===== src/rtl/uart_axi_slave.sv =====
// AXI4-lite responder presenting a UART-lite register map over an RX byte FIFO
// (filled from a byte stream) and a TX byte FIFO (drained onto a byte stream).
module uart_axi_slave #(
    parameter int FIFO_DEPTH = 16
) (
    input  logic        clk,
    input  logic        rstn,
    input  logic [3:0]  uart_axi_araddr,
    input  logic        uart_axi_arvalid,
    output logic        uart_axi_arready,
    output logic [31:0] uart_axi_rdata,
    output logic [1:0]  uart_axi_rresp,
    output logic        uart_axi_rvalid,
    input  logic        uart_axi_rready,
    input  logic [3:0]  uart_axi_awaddr,
    input  logic        uart_axi_awvalid,
    output logic        uart_axi_awready,
    input  logic [31:0] uart_axi_wdata,
    input  logic [3:0]  uart_axi_wstrb,
    input  logic        uart_axi_wvalid,
    output logic        uart_axi_wready,
    output logic [1:0]  uart_axi_bresp,
    output logic        uart_axi_bvalid,
    input  logic        uart_axi_bready,
    input  logic [7:0]  rx_data,
    input  logic        rx_valid,
    output logic [7:0]  tx_data,
    output logic        tx_valid,
    input  logic        tx_ready,
    output logic        interrupt
);
    localparam int AW = $clog2(FIFO_DEPTH);
    localparam int PW = AW + 1;
    localparam logic [1:0] OKAY   = 2'b00;
    localparam logic [1:0] SLVERR = 2'b10;

    logic [PW-1:0] rx_wp_q, rx_wp_d, rx_rp_q, rx_rp_d;
    logic [PW-1:0] tx_wp_q, tx_wp_d, tx_rp_q, tx_rp_d;
    logic [7:0]    rx_mem [FIFO_DEPTH];
    logic [7:0]    tx_mem [FIFO_DEPTH];

    logic        arready_q, arready_d, rvalid_q, rvalid_d;
    logic [31:0] rdata_q, rdata_d;
    logic [1:0]  rresp_q, rresp_d;
    logic        awready_q, awready_d, wready_q, wready_d;
    logic        aw_have_q, aw_have_d, w_have_q, w_have_d;
    logic [1:0]  awsel_q, awsel_d;
    logic [7:0]  wbyte_q, wbyte_d;
    logic        wstb_q, wstb_d;
    logic        bvalid_q, bvalid_d;
    logic [1:0]  bresp_q, bresp_d;
    logic        ie_q, ie_d, ovr_q, ovr_d;
    logic        txe_lat_q, txe_lat_d, txe_prev_q, txe_prev_d;

    logic        rx_empty, rx_full, tx_empty, tx_full;
    logic        ar_hs, r_hs, aw_hs, w_hs, b_hs, wr_go;
    logic        rx_pop, rx_push, tx_pop, tx_push;
    logic        ctrl_wr, flush_rx, flush_tx, stat_rd;
    logic [1:0]  arsel;
    logic [31:0] stat;
    logic        unused_ok;

    assign rx_empty = (rx_wp_q == rx_rp_q);
    assign rx_full  = (rx_wp_q[AW] != rx_rp_q[AW]) && (rx_wp_q[AW-1:0] == rx_rp_q[AW-1:0]);
    assign tx_empty = (tx_wp_q == tx_rp_q);
    assign tx_full  = (tx_wp_q[AW] != tx_rp_q[AW]) && (tx_wp_q[AW-1:0] == tx_rp_q[AW-1:0]);

    assign ar_hs = uart_axi_arvalid && arready_q;
    assign r_hs  = rvalid_q && uart_axi_rready;
    assign aw_hs = uart_axi_awvalid && awready_q;
    assign w_hs  = uart_axi_wvalid && wready_q;
    assign b_hs  = bvalid_q && uart_axi_bready;
    // Register side effects happen once both address and data have been captured.
    assign wr_go = aw_have_q && w_have_q;

    assign arsel    = uart_axi_araddr[3:2];
    assign stat     = {26'b0, ovr_q, ie_q, tx_full, tx_empty, rx_full, !rx_empty};
    assign stat_rd  = ar_hs && (arsel == 2'd2);
    assign rx_pop   = ar_hs && (arsel == 2'd0) && !rx_empty;
    assign rx_push  = rx_valid && (!rx_full || rx_pop);
    assign tx_pop   = !tx_empty && tx_ready;
    assign tx_push  = wr_go && (awsel_q == 2'd1) && wstb_q && (!tx_full || tx_pop);
    assign ctrl_wr  = wr_go && (awsel_q == 2'd3) && wstb_q;
    assign flush_tx = ctrl_wr && wbyte_q[0];
    assign flush_rx = ctrl_wr && wbyte_q[1];

    assign unused_ok = ^{uart_axi_araddr[1:0], uart_axi_awaddr[1:0],
                         uart_axi_wdata[31:8], uart_axi_wstrb[3:1]};

    always_comb begin
        arready_d  = arready_q;
        rvalid_d   = rvalid_q;
        rdata_d    = rdata_q;
        rresp_d    = rresp_q;
        awready_d  = awready_q;
        wready_d   = wready_q;
        aw_have_d  = aw_have_q;
        w_have_d   = w_have_q;
        awsel_d    = awsel_q;
        wbyte_d    = wbyte_q;
        wstb_d     = wstb_q;
        bvalid_d   = bvalid_q;
        bresp_d    = bresp_q;
        ie_d       = ie_q;
        ovr_d      = ovr_q;
        txe_prev_d = tx_empty;
        txe_lat_d  = txe_lat_q;
        rx_wp_d    = rx_wp_q + PW'(rx_push);
        rx_rp_d    = rx_rp_q + PW'(rx_pop);
        tx_wp_d    = tx_wp_q + PW'(tx_push);
        tx_rp_d    = tx_rp_q + PW'(tx_pop);

        if (ar_hs)
            arready_d = 1'b0;
        else if (r_hs || !rvalid_q)
            arready_d = 1'b1;

        if (ar_hs) begin
            rvalid_d = 1'b1;
            case (arsel)
                2'd0: begin
                    rdata_d = rx_empty ? 32'd0 : {24'b0, rx_mem[rx_rp_q[AW-1:0]]};
                    rresp_d = OKAY;
                end
                2'd2: begin
                    rdata_d = stat;
                    rresp_d = OKAY;
                end
                default: begin
                    rdata_d = 32'd0;
                    rresp_d = SLVERR;
                end
            endcase
        end else if (r_hs) begin
            rvalid_d = 1'b0;
        end

        if (aw_hs)
            awready_d = 1'b0;
        else if (b_hs || (!aw_have_q && !bvalid_q))
            awready_d = 1'b1;
        if (w_hs)
            wready_d = 1'b0;
        else if (b_hs || (!w_have_q && !bvalid_q))
            wready_d = 1'b1;

        if (aw_hs) begin
            aw_have_d = 1'b1;
            awsel_d   = uart_axi_awaddr[3:2];
        end else if (wr_go) begin
            aw_have_d = 1'b0;
        end
        if (w_hs) begin
            w_have_d = 1'b1;
            wbyte_d  = uart_axi_wdata[7:0];
            wstb_d   = uart_axi_wstrb[0];
        end else if (wr_go) begin
            w_have_d = 1'b0;
        end

        if (wr_go) begin
            bvalid_d = 1'b1;
            bresp_d  = awsel_q[0] ? OKAY : SLVERR;
        end else if (b_hs) begin
            bvalid_d = 1'b0;
        end

        if (ctrl_wr)
            ie_d = wbyte_q[4];
        if (rx_valid && !rx_push)
            ovr_d = 1'b1;
        else if (stat_rd)
            ovr_d = 1'b0;
        if (tx_empty && !txe_prev_q)
            txe_lat_d = 1'b1;
        else if (stat_rd)
            txe_lat_d = 1'b0;

        if (flush_rx) begin
            rx_wp_d = '0;
            rx_rp_d = '0;
        end
        if (flush_tx) begin
            tx_wp_d = '0;
            tx_rp_d = '0;
        end
    end

    always_ff @(posedge clk or negedge rstn) begin
        if (!rstn) begin
            arready_q  <= 1'b0;
            rvalid_q   <= 1'b0;
            rdata_q    <= '0;
            rresp_q    <= OKAY;
            awready_q  <= 1'b0;
            wready_q   <= 1'b0;
            aw_have_q  <= 1'b0;
            w_have_q   <= 1'b0;
            awsel_q    <= '0;
            wbyte_q    <= '0;
            wstb_q     <= 1'b0;
            bvalid_q   <= 1'b0;
            bresp_q    <= OKAY;
            ie_q       <= 1'b0;
            ovr_q      <= 1'b0;
            txe_prev_q <= 1'b1;
            txe_lat_q  <= 1'b0;
            rx_wp_q    <= '0;
            rx_rp_q    <= '0;
            tx_wp_q    <= '0;
            tx_rp_q    <= '0;
        end else begin
            arready_q  <= arready_d;
            rvalid_q   <= rvalid_d;
            rdata_q    <= rdata_d;
            rresp_q    <= rresp_d;
            awready_q  <= awready_d;
            wready_q   <= wready_d;
            aw_have_q  <= aw_have_d;
            w_have_q   <= w_have_d;
            awsel_q    <= awsel_d;
            wbyte_q    <= wbyte_d;
            wstb_q     <= wstb_d;
            bvalid_q   <= bvalid_d;
            bresp_q    <= bresp_d;
            ie_q       <= ie_d;
            ovr_q      <= ovr_d;
            txe_prev_q <= txe_prev_d;
            txe_lat_q  <= txe_lat_d;
            rx_wp_q    <= rx_wp_d;
            rx_rp_q    <= rx_rp_d;
            tx_wp_q    <= tx_wp_d;
            tx_rp_q    <= tx_rp_d;
        end
    end

    // Storage needs no reset: pointers alone define what is valid.
    always_ff @(posedge clk) begin
        if (rx_push)
            rx_mem[rx_wp_q[AW-1:0]] <= rx_data;
        if (tx_push)
            tx_mem[tx_wp_q[AW-1:0]] <= wbyte_q;
    end

    assign uart_axi_arready = arready_q;
    assign uart_axi_rvalid  = rvalid_q;
    assign uart_axi_rdata   = rdata_q;
    assign uart_axi_rresp   = rresp_q;
    assign uart_axi_awready = awready_q;
    assign uart_axi_wready  = wready_q;
    assign uart_axi_bvalid  = bvalid_q;
    assign uart_axi_bresp   = bresp_q;
    assign tx_valid         = !tx_empty;
    assign tx_data          = tx_mem[tx_rp_q[AW-1:0]];
    assign interrupt        = ie_q & (!rx_empty | txe_lat_q);

endmodule


===== config.mk =====
export PLATFORM = sky130hd
export DESIGN_NAME = uart_axi_slave
export DESIGN_NICKNAME = d
export VERILOG_FILES = /design/src/rtl/uart_axi_slave.sv
export SDC_FILE = /design/constraint.sdc
export NUM_CORES = 1
export LEC_CHECK = 0
export CAP_MARGIN = 10
export CORE_MARGIN = 5
export CORE_UTILIZATION = 57
export DETAILED_ROUTE_END_ITERATION = 10
export PLACE_DENSITY = 0.79
export SYNTH_ARGS = -nofsm -noshare
export SYNTH_HDL_FRONTEND = slang
export SYNTH_SLANG_ARGS = --single-unit
export TNS_END_PERCENT = 100

===== constraint.sdc =====
create_clock -name clk -period 2.7 [get_ports clk]
set_clock_uncertainty 0.05 [all_clocks]
set_input_delay 0.405 -clock clk [delete_from_list [all_inputs] [get_ports clk]]
set_output_delay 0.405 -clock clk [all_outputs]
set_load 0.01 [all_outputs]

==> parameters.txt <==
Parameter                              Value

Status
  Result of the run    complete, but fails checks
  Violations in the final reports    setup timing

Routing
  Initial drt markers    596
  Routed Wire Length    25500 microns
  Via density    5.90
  Remaining routing DRC violations    0
  Routed wire per std cell    23.8 microns
  Total number of vias    6315
  Length of the first detailed-routing pass in iterations    5
  Post-route ant nets    0

Global route
  Initial antenna violation count    0
  GR Layer Usage met3    2.95%
  Met1 global-route usage    26.6%
  Overflow after GRT    0
  Wire length of the first global-routing pass    39200 microns
  Met2 track demand over resource    37.8%
  Number of global-route vias before repair    6804
  Global Route Usage Sum    20.9%
  Busiest layer in global routing    met2
  Maximum number of pins on one net before global-route repair    37

Clock network
  Cell chosen for the clock root    sky130_fd_sc_hd__clkbuf_16
  H-tree level count    1
  Clock edge transition at the registers on the reported setup and hold paths    0.06 ns
  Maximum buffer depth of the clock tree    3
  Cts bufs inserted    30
  Number of sinks on the clock net    308
  Clk_lat worst skew    0.54 ns
  Clock tree from TritonCTS    yes

Yosys
  Warnings from Yosys    0
  Sequential area share after synthesis    72.1%
  Commonest register cell after synthesis    sky130_fd_sc_hd__edfxtp_1
  Netlist cell types    46
  Post-Synthesis Cells    656
  Number of synthesized register bits    308
  Post-synth EDFFs    256
  Cell area after synthesis    0.0125 sq mm
  Fraction of registers with async set or reset after synthesis    16.9%
  Mean Syn Cell Area    19.0 sq um

Job
  Max_cap viols    0

Placement
  Placed cell area    0.0135 sq mm
  DP Worst Slack    0.0689 ns
  Port Buf Inserts    54
  Placer's final routability congestion estimate    0.809
  Post-detailed-placement half-perimeter wirelength    16300 microns
  DP Cell Count    1006

Critical path
  Startpoint of the worst-slack reg-to-reg timing path    tx_rp_q[0]
  Flop-to-flop setup slack    0.17 ns
  Maximum fanout count along the critical path    5
  Data arrival time of the worst path    2.44 ns
  Crit path cell chain    buf_6 > buf_6 > buf_12 > mux4_2 > mux4_2 > buf_6
  Slowest stage cell, crit path    sky130_fd_sc_hd__mux4_2
  Crit path required time    2.25 ns
  Kind of launch point of the worst setup path    flip-flop
  Launching element of the worst setup path    tx_rp_q[0]
  CP Capture Type    primary output
  Critical path's largest stage delay    0.52 ns
  Most repeated library cell on the critical path    sky130_fd_sc_hd__buf_6
  Reg2Reg Depth    12
  Crit path kind    reg2out
  Worst flop-to-flop path endpoint    tx_rp_q[4]

STA
  Fin Setup TNS    -1.27 ns
  Final count of pins violating max slew    0
  Tmin final    2.89 ns
  Worst hold margin    0.410 ns
  Count of endpoints failing hold in the final timing report    0
  Final Setup Violations    8
  Post-layout worst setup margin    -0.191 ns
  Highest attainable clock frequency    346 MHz
  Actual transition at the worst max-transition pin    0.939 ns
  RSZ-0062 raised after global routing    yes
  Post-route fraction of the period consumed by the critical path    107%
  Slew headroom    37.1%

Final layout
  Net total in the final layout    838
  Filler Cells Inserted    1314
  Share of cells above drive strength 1    25.0%
  Final core utilization    67.8%
  Most used cells in the layout excluding fill and tap cells    256 x sky130_fd_sc_hd__edfxtp_1, 62 x sky130_fd_sc_hd__mux4_2, 48 x sky130_fd_sc_hd__dfrtp_1
  ANT cells    0
  Final std cell area, no fill    0.0147 sq mm
  Synthesis-to-finish area growth    17.9%
  Area used by multi-input combinational logic    0.00316 sq mm
  Commonest non-fill, non-tap cell in the layout    sky130_fd_sc_hd__edfxtp_1
  Storage element area    0.00899 sq mm
  Post-route insts no fill    1071

Floorplan
  Placement Rows    54
  Initial Utilization    57.5%
  Die W    158 microns
  Placeable core region    0.0217 sq mm
  DIE HEIGHT    158 microns
  Number of primary I/O pins    112
  Area of the die    0.0249 sq mm

Power and ir drop
  Overall power after layout    15.6 mW
  Power per cell area    1060 mW/mm^2
  Max VDD drop    0.832 mV
  Standby leakage power    5.13 nW

Hold path
  Worst hold-check path type    in2async
sequential cells by signal, summed over array words and instances, names as in the netlist, 2 cells and up:
signal and flops:
wbyte_q 8, rx_wp_q 5, rx_rp_q 5, tx_mem 128
tx_wp_q 5, uart_axi_rdata 8, tx_rp_q 5, rx_mem 128
awsel_q 2
worst max-delay path: cells and delay by family, from the launching register on:
family | cells | cell delay [ns]
DFF | 1 | 0.41
muxes | 2 | 0.96
buffers and inverters | 4 | 0.52
cell usage after synthesis (6+ instances only):
| master | instances | area, sq um |
|---|---|---|
| sky130_fd_sc_hd__ha_1 | 8 | 100 |
| sky130_fd_sc_hd__buf_4 | 28 | 210 |
| sky130_fd_sc_hd__nand2_1 | 18 | 67.6 |
| sky130_fd_sc_hd__mux4_1 | 9 | 236 |
| sky130_fd_sc_hd__clkbuf_1 | 16 | 60.1 |
| sky130_fd_sc_hd__o21ai_0 | 12 | 60.1 |
| sky130_fd_sc_hd__a22oi_1 | 12 | 90.1 |
| sky130_fd_sc_hd__dfrtp_1 | 51 | 1280 |
| sky130_fd_sc_hd__xnor2_1 | 14 | 123 |
| sky130_fd_sc_hd__nor3_1 | 13 | 65.1 |
| sky130_fd_sc_hd__a22o_1 | 6 | 52.6 |
| sky130_fd_sc_hd__mux4_2 | 62 | 1400 |
| sky130_fd_sc_hd__inv_1 | 11 | 41.3 |
| sky130_fd_sc_hd__nor2b_1 | 12 | 75.1 |
| sky130_fd_sc_hd__xor2_1 | 9 | 78.8 |
| sky130_fd_sc_hd__edfxtp_1 | 256 | 7690 |
| sky130_fd_sc_hd__nor2_1 | 42 | 158 |
| sky130_fd_sc_hd__mux2_2 | 13 | 146 |
| sky130_fd_sc_hd__nand3_1 | 7 | 35.0 |
area by class of cell:
cell class | instances | area share, %
Clock buffer | 34 | 5.35
Clock inverter | 20 | 1.72
Inverter | 11 | 0.281
Multi-Input combinational cell | 305 | 21.5
Sequential cell | 308 | 61.2
Tap cell | 280 | 2.38
Timing Repair Buffer | 113 | 7.59
worst max-delay path by stage:
stage / end / slack [ns] / cells past startpoint
5_1_grt: tx_data[5] / -0.26 / 6
6_report: tx_data[5] / -0.19 / 6
3_3_place_gp: tx_data[4] / 0.11 / 4
2_1_floorplan: tx_rp_q[4] / 0.23 / 11
4_1_cts: tx_data[5] / -0.22 / 6
3_5_place_dp: tx_data[5] / 0.07 / 4
power breakdown:
group | leakage [nW] | switching (mW) | internal [mW]
Sequential | 2.95 | 0.634 | 6.01
Combinational | 1.69 | 2.16 | 2.43
Clock | 0.494 | 1.69 | 2.65
layer usage:
layer / routed length, microns / vias to the layer above
met4: 677 / 0
met5: 0 / -
li1: - / 2785
met2: 13900 / 208
met3: 1390 / 41
met1: 9450 / 3281
cells by family after synthesis:
| family | share of synthesized area [%] |
|---|---|
| fa+ha+maj | 0.803 |
| xor+xnor | 1.62 |
| compound gates | 3.20 |
| mux | 14.6 |
| flops | 72.1 |
| other cells | 0.0301 |
| simple gates | 4.31 |
| buf+inv | 3.33 |
repair_timing:
item                                   CTS  global route
endpoints found under the hold margin   32             0
setup endpoints to repair               10            10
hold buffers                             1             0
cloned                                   3             0
setup buffers                            8             2
pin swaps                                1             1
gates resized for setup                 51             7
Power figures use the tool's default switching activity.
